<file path="config.mk">
export PLATFORM = sky130hd
export DESIGN_NAME = sfp_accum
export DESIGN_NICKNAME = d
export VERILOG_FILES = /design/src/rtl/sfp_accum.sv
export SDC_FILE = /design/constraint.sdc
export NUM_CORES = 1
export LEC_CHECK = 0
export BUFFER_PORTS_ARGS = -buffer_cell sky130_fd_sc_hd__clkbuf_2
export CAP_MARGIN = 20
export CORE_ASPECT_RATIO = 0.8
export CORE_MARGIN = 2
export CORE_UTILIZATION = 38
export DETAILED_ROUTE_END_ITERATION = 6
export GPL_TIMING_DRIVEN = 1
export SYNTH_ARGS = -nofsm -noshare
export SYNTH_HDL_FRONTEND = slang
export SYNTH_SLANG_ARGS = --single-unit
</file>
<file path="constraint.sdc">
create_clock -name clk -period 6.5 [get_ports clk]
set_input_delay 0.975 -clock clk [delete_from_list [all_inputs] [get_ports clk]]
set_output_delay 0.975 -clock clk [all_outputs]
set_load 0.005 [all_outputs]
</file>
<file path="src/rtl/sfp_accum.sv">
// sfp_accum
// ---------------------------------------------------------------------------
// Special-function stage that sits directly after the psum SRAM (SRAM1).
// Psum rows read from SRAM1 are summed per output column, across tiles, into
// wider signed accumulators that saturate instead of wrapping. When the last
// row arrives, the columns are scanned one per cycle to find the largest
// accumulated value (the furthest candidate). The accumulated vector and that
// argmax are then held until the consumer accepts them.
//
// Ports
//   clk          clock
//   reset        synchronous active-high reset (aborts any operation)
//   acc_start    pulse: clear accumulators and begin an accumulation (IDLE only)
//   psum_valid   psum_in carries a valid row this cycle
//   psum_last    with psum_valid: final row of this accumulation
//   psum_in      col signed lanes of psum_bw bits, lane i at [psum_bw*i +: psum_bw]
//   out_ready    consumer accepts the held result
//   out_valid    result is held on the outputs
//   out_data     col signed accumulator lanes of acc_bw bits, same packing
//   out_max_val  largest signed lane of out_data
//   out_max_idx  lane index of out_max_val (lowest index on ties)
//   busy         block is not idle
//   ovf          sticky: some lane saturated during the current accumulation
// ---------------------------------------------------------------------------
module sfp_accum #(
  parameter int psum_bw = 16,
  parameter int col     = 8,
  parameter int acc_bw  = 24
) (
  input  logic                      clk,
  input  logic                      reset,
  input  logic                      acc_start,
  input  logic                      psum_valid,
  input  logic                      psum_last,
  input  logic [psum_bw*col-1:0]    psum_in,
  input  logic                      out_ready,
  output logic                      out_valid,
  output logic [acc_bw*col-1:0]     out_data,
  output logic [acc_bw-1:0]         out_max_val,
  output logic [$clog2(col)-1:0]    out_max_idx,
  output logic                      busy,
  output logic                      ovf
);

  localparam int idx_w = $clog2(col);

  localparam logic [acc_bw-1:0] acc_max = {1'b0, {(acc_bw-1){1'b1}}};
  localparam logic [acc_bw-1:0] acc_min = {1'b1, {(acc_bw-1){1'b0}}};
  localparam logic [idx_w-1:0]  last_idx = idx_w'(col - 1);

  typedef enum logic [1:0] {
    IDLE = 2'd0,
    ACC  = 2'd1,
    SCAN = 2'd2,
    HOLD = 2'd3
  } state_t;

  state_t                    state_q;
  state_t                    state_d;

  logic signed [acc_bw-1:0]  acc_q    [col];
  logic signed [acc_bw:0]    sum_w    [col];
  logic signed [acc_bw-1:0]  acc_sat  [col];
  logic [col-1:0]            lane_clamp;

  logic [idx_w-1:0]          scan_idx_q;
  logic signed [acc_bw-1:0]  max_val_q;
  logic [idx_w-1:0]          max_idx_q;
  logic                      ovf_q;

  logic signed [acc_bw-1:0]  scan_val;
  logic                      scan_gt;

  // Per-lane saturating add. The sum is formed one bit wider than the
  // accumulator; if the top two bits disagree the true result does not fit,
  // and the top bit tells which rail to clamp to.
  always_comb begin
    for (int i = 0; i < col; i++) begin
      sum_w[i] = {acc_q[i][acc_bw-1], acc_q[i]}
               + {{(acc_bw+1-psum_bw){psum_in[psum_bw*i + psum_bw - 1]}},
                  psum_in[psum_bw*i +: psum_bw]};
      lane_clamp[i] = sum_w[i][acc_bw] ^ sum_w[i][acc_bw-1];
      if (lane_clamp[i]) begin
        acc_sat[i] = sum_w[i][acc_bw] ? acc_min : acc_max;
      end else begin
        acc_sat[i] = sum_w[i][acc_bw-1:0];
      end
    end
  end

  // The scan compares one lane per cycle against the running maximum. The
  // comparison is strict so that an equal value at a higher lane never
  // displaces an earlier one.
  always_comb begin
    scan_val = acc_q[scan_idx_q];
    scan_gt  = (scan_val > max_val_q);
  end

  // Next-state logic. Starts outside IDLE and rows outside ACC fall through
  // to the hold-state default and are therefore dropped.
  always_comb begin
    state_d = state_q;
    case (state_q)
      IDLE: if (acc_start)               state_d = ACC;
      ACC:  if (psum_valid && psum_last) state_d = SCAN;
      SCAN: if (scan_idx_q == last_idx)  state_d = HOLD;
      HOLD: if (out_ready)               state_d = IDLE;
      default:                           state_d = IDLE;
    endcase
  end

  // Datapath and state registers. The accumulators are only cleared by a
  // start or by reset, so out_data keeps the last result after the handshake.
  always_ff @(posedge clk) begin
    if (reset) begin
      state_q    <= IDLE;
      scan_idx_q <= '0;
      max_val_q  <= '0;
      max_idx_q  <= '0;
      ovf_q      <= 1'b0;
      for (int i = 0; i < col; i++) begin
        acc_q[i] <= '0;
      end
    end else begin
      state_q <= state_d;
      case (state_q)
        IDLE: begin
          if (acc_start) begin
            ovf_q <= 1'b0;
            for (int i = 0; i < col; i++) begin
              acc_q[i] <= '0;
            end
          end
        end
        ACC: begin
          if (psum_valid) begin
            for (int i = 0; i < col; i++) begin
              acc_q[i] <= acc_sat[i];
            end
            if (|lane_clamp) begin
              ovf_q <= 1'b1;
            end
            // The final row is folded in on this same edge; the scan starts
            // next cycle from the most-negative value so lane 0 always wins
            // or ties.
            if (psum_last) begin
              scan_idx_q <= '0;
              max_val_q  <= acc_min;
              max_idx_q  <= '0;
            end
          end
        end
        SCAN: begin
          if (scan_gt) begin
            max_val_q <= scan_val;
            max_idx_q <= scan_idx_q;
          end
          scan_idx_q <= scan_idx_q + 1'b1;
        end
        default: begin
        end
      endcase
    end
  end

  always_comb begin
    out_data = '0;
    for (int i = 0; i < col; i++) begin
      out_data[acc_bw*i +: acc_bw] = acc_q[i];
    end
  end

  assign out_valid   = (state_q == HOLD);
  assign busy        = (state_q != IDLE);
  assign out_max_val = max_val_q;
  assign out_max_idx = max_idx_q;
  assign ovf         = ovf_q;

endmodule

</file>
==> results of run 1 <==
cell type report:
type                    instances  area (sq um)  share of cell area
clock buffers                  44           913              0.0392
multi-input cells            1725         13000               0.556
well taps                     684           856              0.0367
repair buffers                369          1910              0.0821
inverters                     100           375              0.0161
clock inverters                 9          46.3             0.00198
flip-flops and latches        228          6250               0.268
cell usage after synthesis (all sizes together) (5+ instances only):
cell type,number
and2,10
o211ai,16
mux4,48
mux2i,31
dfxtp,60
edfxtp,168
nand2,176
a211oi,10
and3,15
xnor2,82
o21ai,253
or3,7
a21o,109
o21bai,24
ha,222
nand2b,25
a2111oi,12
nor4,6
mux2,24
a21oi,198
nand4,18
clkbuf,68
buf,6
a221o,6
or2,10
nor3,24
o31a,5
o31ai,16
o21a,31
a31oi,19
nand3,27
a31o,8
nor2b,33
nor2,108
inv,100
xor2,77
fa,8
metrics by stage:
| step | power, W | setup WS (ns) | hold WS (ns) |
|---|---|---|---|
| 2_1_floorplan | 0.00594 | 1.90 | 0.451 |
| 3_3_place_gp | 0.00771 | 1.80 | 0.450 |
| 3_5_place_dp | 0.00778 | 1.70 | 0.459 |
| 4_1_cts | 0.00946 | 1.71 | 0.471 |
| 5_1_grt | 0.0101 | 1.39 | 0.484 |
| 6_report | 0.00950 | 1.78 | 0.470 |
power groups by stage:
| stage | Clock (W) | Sequential (W) | Combinational [W] |
|---|---|---|---|
| floorplan | 0 | 0.00242 | 0.00351 |
| global placement | 0 | 0.00289 | 0.00482 |
| detailed placement | 0 | 0.00289 | 0.00489 |
| CTS | 0.00167 | 0.00287 | 0.00492 |
| global route | 0.00173 | 0.00292 | 0.00548 |
| finish | 0.00165 | 0.00289 | 0.00496 |
cell families after synthesis:
| family | after synthesis | share of synthesized area |
|---|---|---|
| AOI/OAI and AO/OA | 757 | 0.238 |
| adders and majority gates | 231 | 0.148 |
| DFF | 228 | 0.315 |
| and+or+nand+nor | 475 | 0.112 |
| muxes | 103 | 0.0837 |
| xor gates and xnor gates | 159 | 0.0701 |
| buffers and inverters | 174 | 0.0330 |
per-layer routing:
metal	wire, microns	global-route usage
met1	33100	0.379
met2	31600	0.393
met3	6210	0.0546
met4	2480	0.0801
met5	29	0
tightest hold or removal path, cell delays in order, from the launching register on:
cell	delay, ns
dfxtp_1	0.32
nand2_1	0.05
mux2i_1	0.05
flip-flops by register name, indices dropped and copies added, names as in the netlist, named ones only:
name         count
out_max_val     24
scan_idx_q       3
state_q          2
out_max_idx      3
acc_q          192
ovf              1
worst paths after layout:
kind,cells past startpoint,endpoint,startpoint
setup / recovery,14,out_max_val[10],flop
hold / removal,2,out_max_idx[2],out_max_idx[2]
setup reg to reg,14,out_max_val[10],flop
hold reg to reg,2,out_max_idx[2],out_max_idx[2]
==> reports/metrics.cfg, run 1 <==
[status]
status = completed

[logic_synthesis]
synth.area.top_cells = edfxtp_1 25%, ha_1 14%, dfxtp_1 6.0%, o21ai_0 5.8%, mux4_2 5.4%
synth_ff_type = edfxtp_1
synth_top_area_share = 0.254
synth_top_area_cell = edfxtp_1
synth_edf_count = 168
synthArstFlopShare = 0
yosysSeqAreaShare = 0.315
ys_types = 85
yosys_warnings = 0
synthesis.instances = 2127
synth_seq_cells = 228
synth.avg_cell_area_sq_um = 9.33
syn_nets = 2491
mappedNetlistArea_sq_mm = 0.0199

[clocking]
cts_sinks = 228
cts_buffers = 29
insertion_delay_ns = 0.57
h-tree-depth = 1
cts_root_buffer = clkbuf_16
hold_buffers = 0
postCtsSetupBuffers = 0
clk_path_buf_depth = 3
cts.clk_slew.worst_paths_ns = 0.07
ctsResizeCount = 0
cts_tree = built

[worst_setup_path]
cp_slowest_cell = dfxtp_4
cpPeakStageDelay_ns = 0.97
crit_required_ns = 6.99
crit_path_cell_trace = mux4_2 > mux2_2 > ha_1 > a21o_1 > a21o_1 > a21o_1 > a21o_1 > a21o_1 > o21ai_1 > a21oi_1 > nor2_1 > o21a_1 > buf_4 > mux2i_1
worstPathMaxFanout = 48
cp_num_buf_inv = 1
rrSetupSlack_ns = 1.78
critical_path.top_delay_family = compound AO/OA/AOI/OAI gates
path_class = flop to flop
critPathMostFrequentCell = a21o_1
crit_path_start_kind = flop
arrival_ns = 5.22
end_kind = flop

[place]
placed_cells = 3103
gp_congestion = 0.961
port_buffers = 355
dpl.hpwl_microns = 58800
placed_area_sq_mm = 0.0223

[final_layout]
final_cell_count_no_fill = 3159
final_layout_size_suffix_gt1_frac = 0.215
final_util = 0.455
fillers = 5060
diodes = 0
nets = 2817
final_common_cell = clkbuf_2
final_cell_mix = 355 x clkbuf_2, 231 x o21ai_0, 222 x ha_1
areaGrowthSynthToFinish_pct = 17.5
fin_area_sq_mm = 0.0233

[sta]
min_period_over_period = 0.727
fin_tns_setup_ns = 0
finalSetupViolations = 0
worst_pin_slew_ns = 1.10
hold_viol_final = 0
rsz0062_at_grt = no
finalMaxSlewViolations = 0
fin_crit_ns = 4.72
slew_headroom = 0.269
finClkSkew_ns = 0.0122
fmax_mhz = 212

[pwr]
p_per_area_mw_per_mm2 = 407
clkPwrFrac = 0.174
p_leak_nw = 10.7
p_int_w = 0.00524
irDropWorstVdd_v = 0.000201
switchingPower_w = 0.00426
power_frac_comb = 0.522
seqPwrFrac = 0.304
switching_share = 0.448

[routing]
viasPerCell = 5.84
routedWlPerCell_microns = 23.2
drt_first_iter_violations = 1559
wirelength_microns = 73400
drc = 0
via_count = 18400
ant_nets = 0
firstDrtPassIters = 7

[global_routing]
grt_max_degree = 73
globalRouteTotalUtil = 0.263
grt_pass1_vias = 17500
antenna_found_initial = 8
grt_pass1_wl_microns = 109000
grt-ovfl-total = 0

[floorplan]
rows = 74
ioPinCount = 356
design.core.area_sq_mm = 0.0513
fp.dieH_microns = 208
die-area_sq_mm = 0.0541
die_width_microns = 260
initial_utilization = 0.387

[hold_path]
holdCritPathClass = flop to flop

[run]
cap_violations = 0

Power figures use the tool's default switching activity.
==> run 2, diff against run 1 <==
clock period = 3.9 ns   (was 6.5 ns; I/O delays follow)
==> reports/metrics.cfg, run 2 (synthesized netlist as in run 1, its figures left out) <==
[clocking]
cts.clk_slew.worst_paths_ns = 0.06
clk_path_buf_depth = 3
hold_buffers = 0
cts_buffers = 29
postCtsSetupBuffers = 0
cts_root_buffer = clkbuf_16
insertion_delay_ns = 0.59
cts_sinks = 228
ctsResizeCount = 0
cts_tree = built
h-tree-depth = 1

[sta]
finalMaxSlewViolations = 0
fin_tns_setup_ns = 0
slew_headroom = 0.312
min_period_over_period = 0.959
fin_crit_ns = 3.74
finClkSkew_ns = 0.0275
rsz0062_at_grt = no
finalSetupViolations = 0
fmax_mhz = 267
hold_viol_final = 0
worst_pin_slew_ns = 1.03
holdWs_ns = 0.410

[global_routing]
grt_pass1_wl_microns = 108000
busiest_layer = met2
grt_use_met3 = 0.0396
grt-ovfl-total = 0
globalRouteTotalUtil = 0.262
grt_pass1_vias = 17700
met2_usage = 0.392
grt_max_degree = 73
antenna_found_initial = 7
use_met1 = 0.390

[routing]
viasPerCell = 5.75
drc = 0
firstDrtPassIters = 6
wirelength_microns = 73200
drt_first_iter_violations = 1495
via_count = 18500
routedWlPerCell_microns = 22.7
ant_nets = 0

[pwr]
power_frac_comb = 0.541
irDropWorstVdd_v = 0.000300
clkPwrFrac = 0.168
p_leak_nw = 10.9
p_int_w = 0.00890
switching_share = 0.444
seqPwrFrac = 0.291
p_per_area_mw_per_mm2 = 673
switchingPower_w = 0.00711

[worst_setup_path]
r2r-end = out_max_val[13]
crit_path_cell_trace = mux4_2 > mux2_2 > ha_1 > a21o_1 > a21o_1 > a21o_1 > a21o_1 > a21o_1 > o21ai_1 > a21oi_1 > o31a_1 > o21a_2 > buf_4 > mux2i_1
worstPathMaxFanout = 16
cp_slowest_cell = mux4_2
crit_path_start_kind = flop
arrival_ns = 4.20
reg2reg_depth = 14
critical_path.top_delay_family = compound AO/OA/AOI/OAI gates
crit_required_ns = 4.36
end_kind = flop
path_class = flop to flop
rrSetupSlack_ns = 0.16
critPathMostFrequentCell = a21o_1
cpPeakStageDelay_ns = 0.61
cp_num_buf_inv = 1

[floorplan]
ioPinCount = 356
fp.dieH_microns = 208
die-area_sq_mm = 0.0541
die_width_microns = 260
design.core.area_sq_mm = 0.0513
rows = 74
initial_utilization = 0.387

[place]
gp_congestion = 0.956
dpl.hpwl_microns = 59400
port_buffers = 355
placed_cells = 3162
placed_area_sq_mm = 0.0228

[hold_path]
min-delay-start = reset
min_path_cells = 2
holdCritPathClass = primary input to flop
worstHoldEndpoint = state_q[1]

[final_layout]
final_util = 0.464
final_cell_count_no_fill = 3220
largest_register_ffs = 192
fillers = 4992
final_layout_size_suffix_gt1_frac = 0.229
largest-register = acc_q
areaGrowthSynthToFinish_pct = 19.8
nets = 2876
final_cell_mix = 355 x clkbuf_2, 231 x o21ai_0, 222 x ha_1
fin_area_sq_mm = 0.0238
final_common_cell = clkbuf_2

[run]
cap_violations = 0

[status]
status = completed

-- run 2: cell count changes in the layout (fill, tap and decap cells not counted), sizes merged --
| cell | before | now |
|---|---|---|
| bufinv | 0 | 1 |
| clkbuf | 399 | 404 |
| buf | 14 | 73 |
| clkinv | 8 | 3 |
| diode | 0 | 1 |
-- run 2: worst max path at each step --
stage,to,cells past startpoint,slack [ns],from
floorplan,out_max_idx[0],16,0.07,flop
global placement,ovf,12,0.21,psum_in[36]
detailed placement,acc_q[5][6],15,0.17,psum_in[80]
CTS,out_max_val[13],14,0.19,flop
global route,out_max_val[13],15,0.0008,flop
finish,out_max_val[13],14,0.16,flop
-- run 2: area by class of cell --
class | count | area [sq um] | share of cell area
diodes | 1 | 2.50 | 0.000105
clock buffers | 49 | 861 | 0.0362
clock inverters | 5 | 52.6 | 0.00221
inverters | 100 | 375 | 0.0158
multi-input cells | 1725 | 13000 | 0.545
flip-flops and latches | 228 | 6250 | 0.263
well taps | 684 | 856 | 0.0360
repair buffers | 428 | 2420 | 0.102
-- run 2: metrics by stage --
step	setup slack, ns	power [W]
3_3_place_gp	0.208	0.0131
2_1_floorplan	0.0693	0.00990
6_report	0.160	0.0160
5_1_grt	0.000816	0.0170
3_5_place_dp	0.173	0.0132
4_1_cts	0.187	0.0159
-- run 2: per-layer routing --
| layer | routed length, microns | up-vias |
|---|---|---|
| met2 | 31400 | 582 |
| met4 | 2160 | 8 |
| met1 | 34800 | 8995 |
| li1 | - | 8795 |
| met3 | 4830 | 120 |
| met5 | 57 | - |
-- run 2: power groups by stage --
stage	clock network [W]	logic [W]	registers (W)
3_5_place_dp	0	0.00851	0.00467
4_1_cts	0.00274	0.00857	0.00463
2_1_floorplan	0	0.00586	0.00404
5_1_grt	0.00283	0.00950	0.00470
3_3_place_gp	0	0.00843	0.00466
6_report	0.00268	0.00866	0.00466
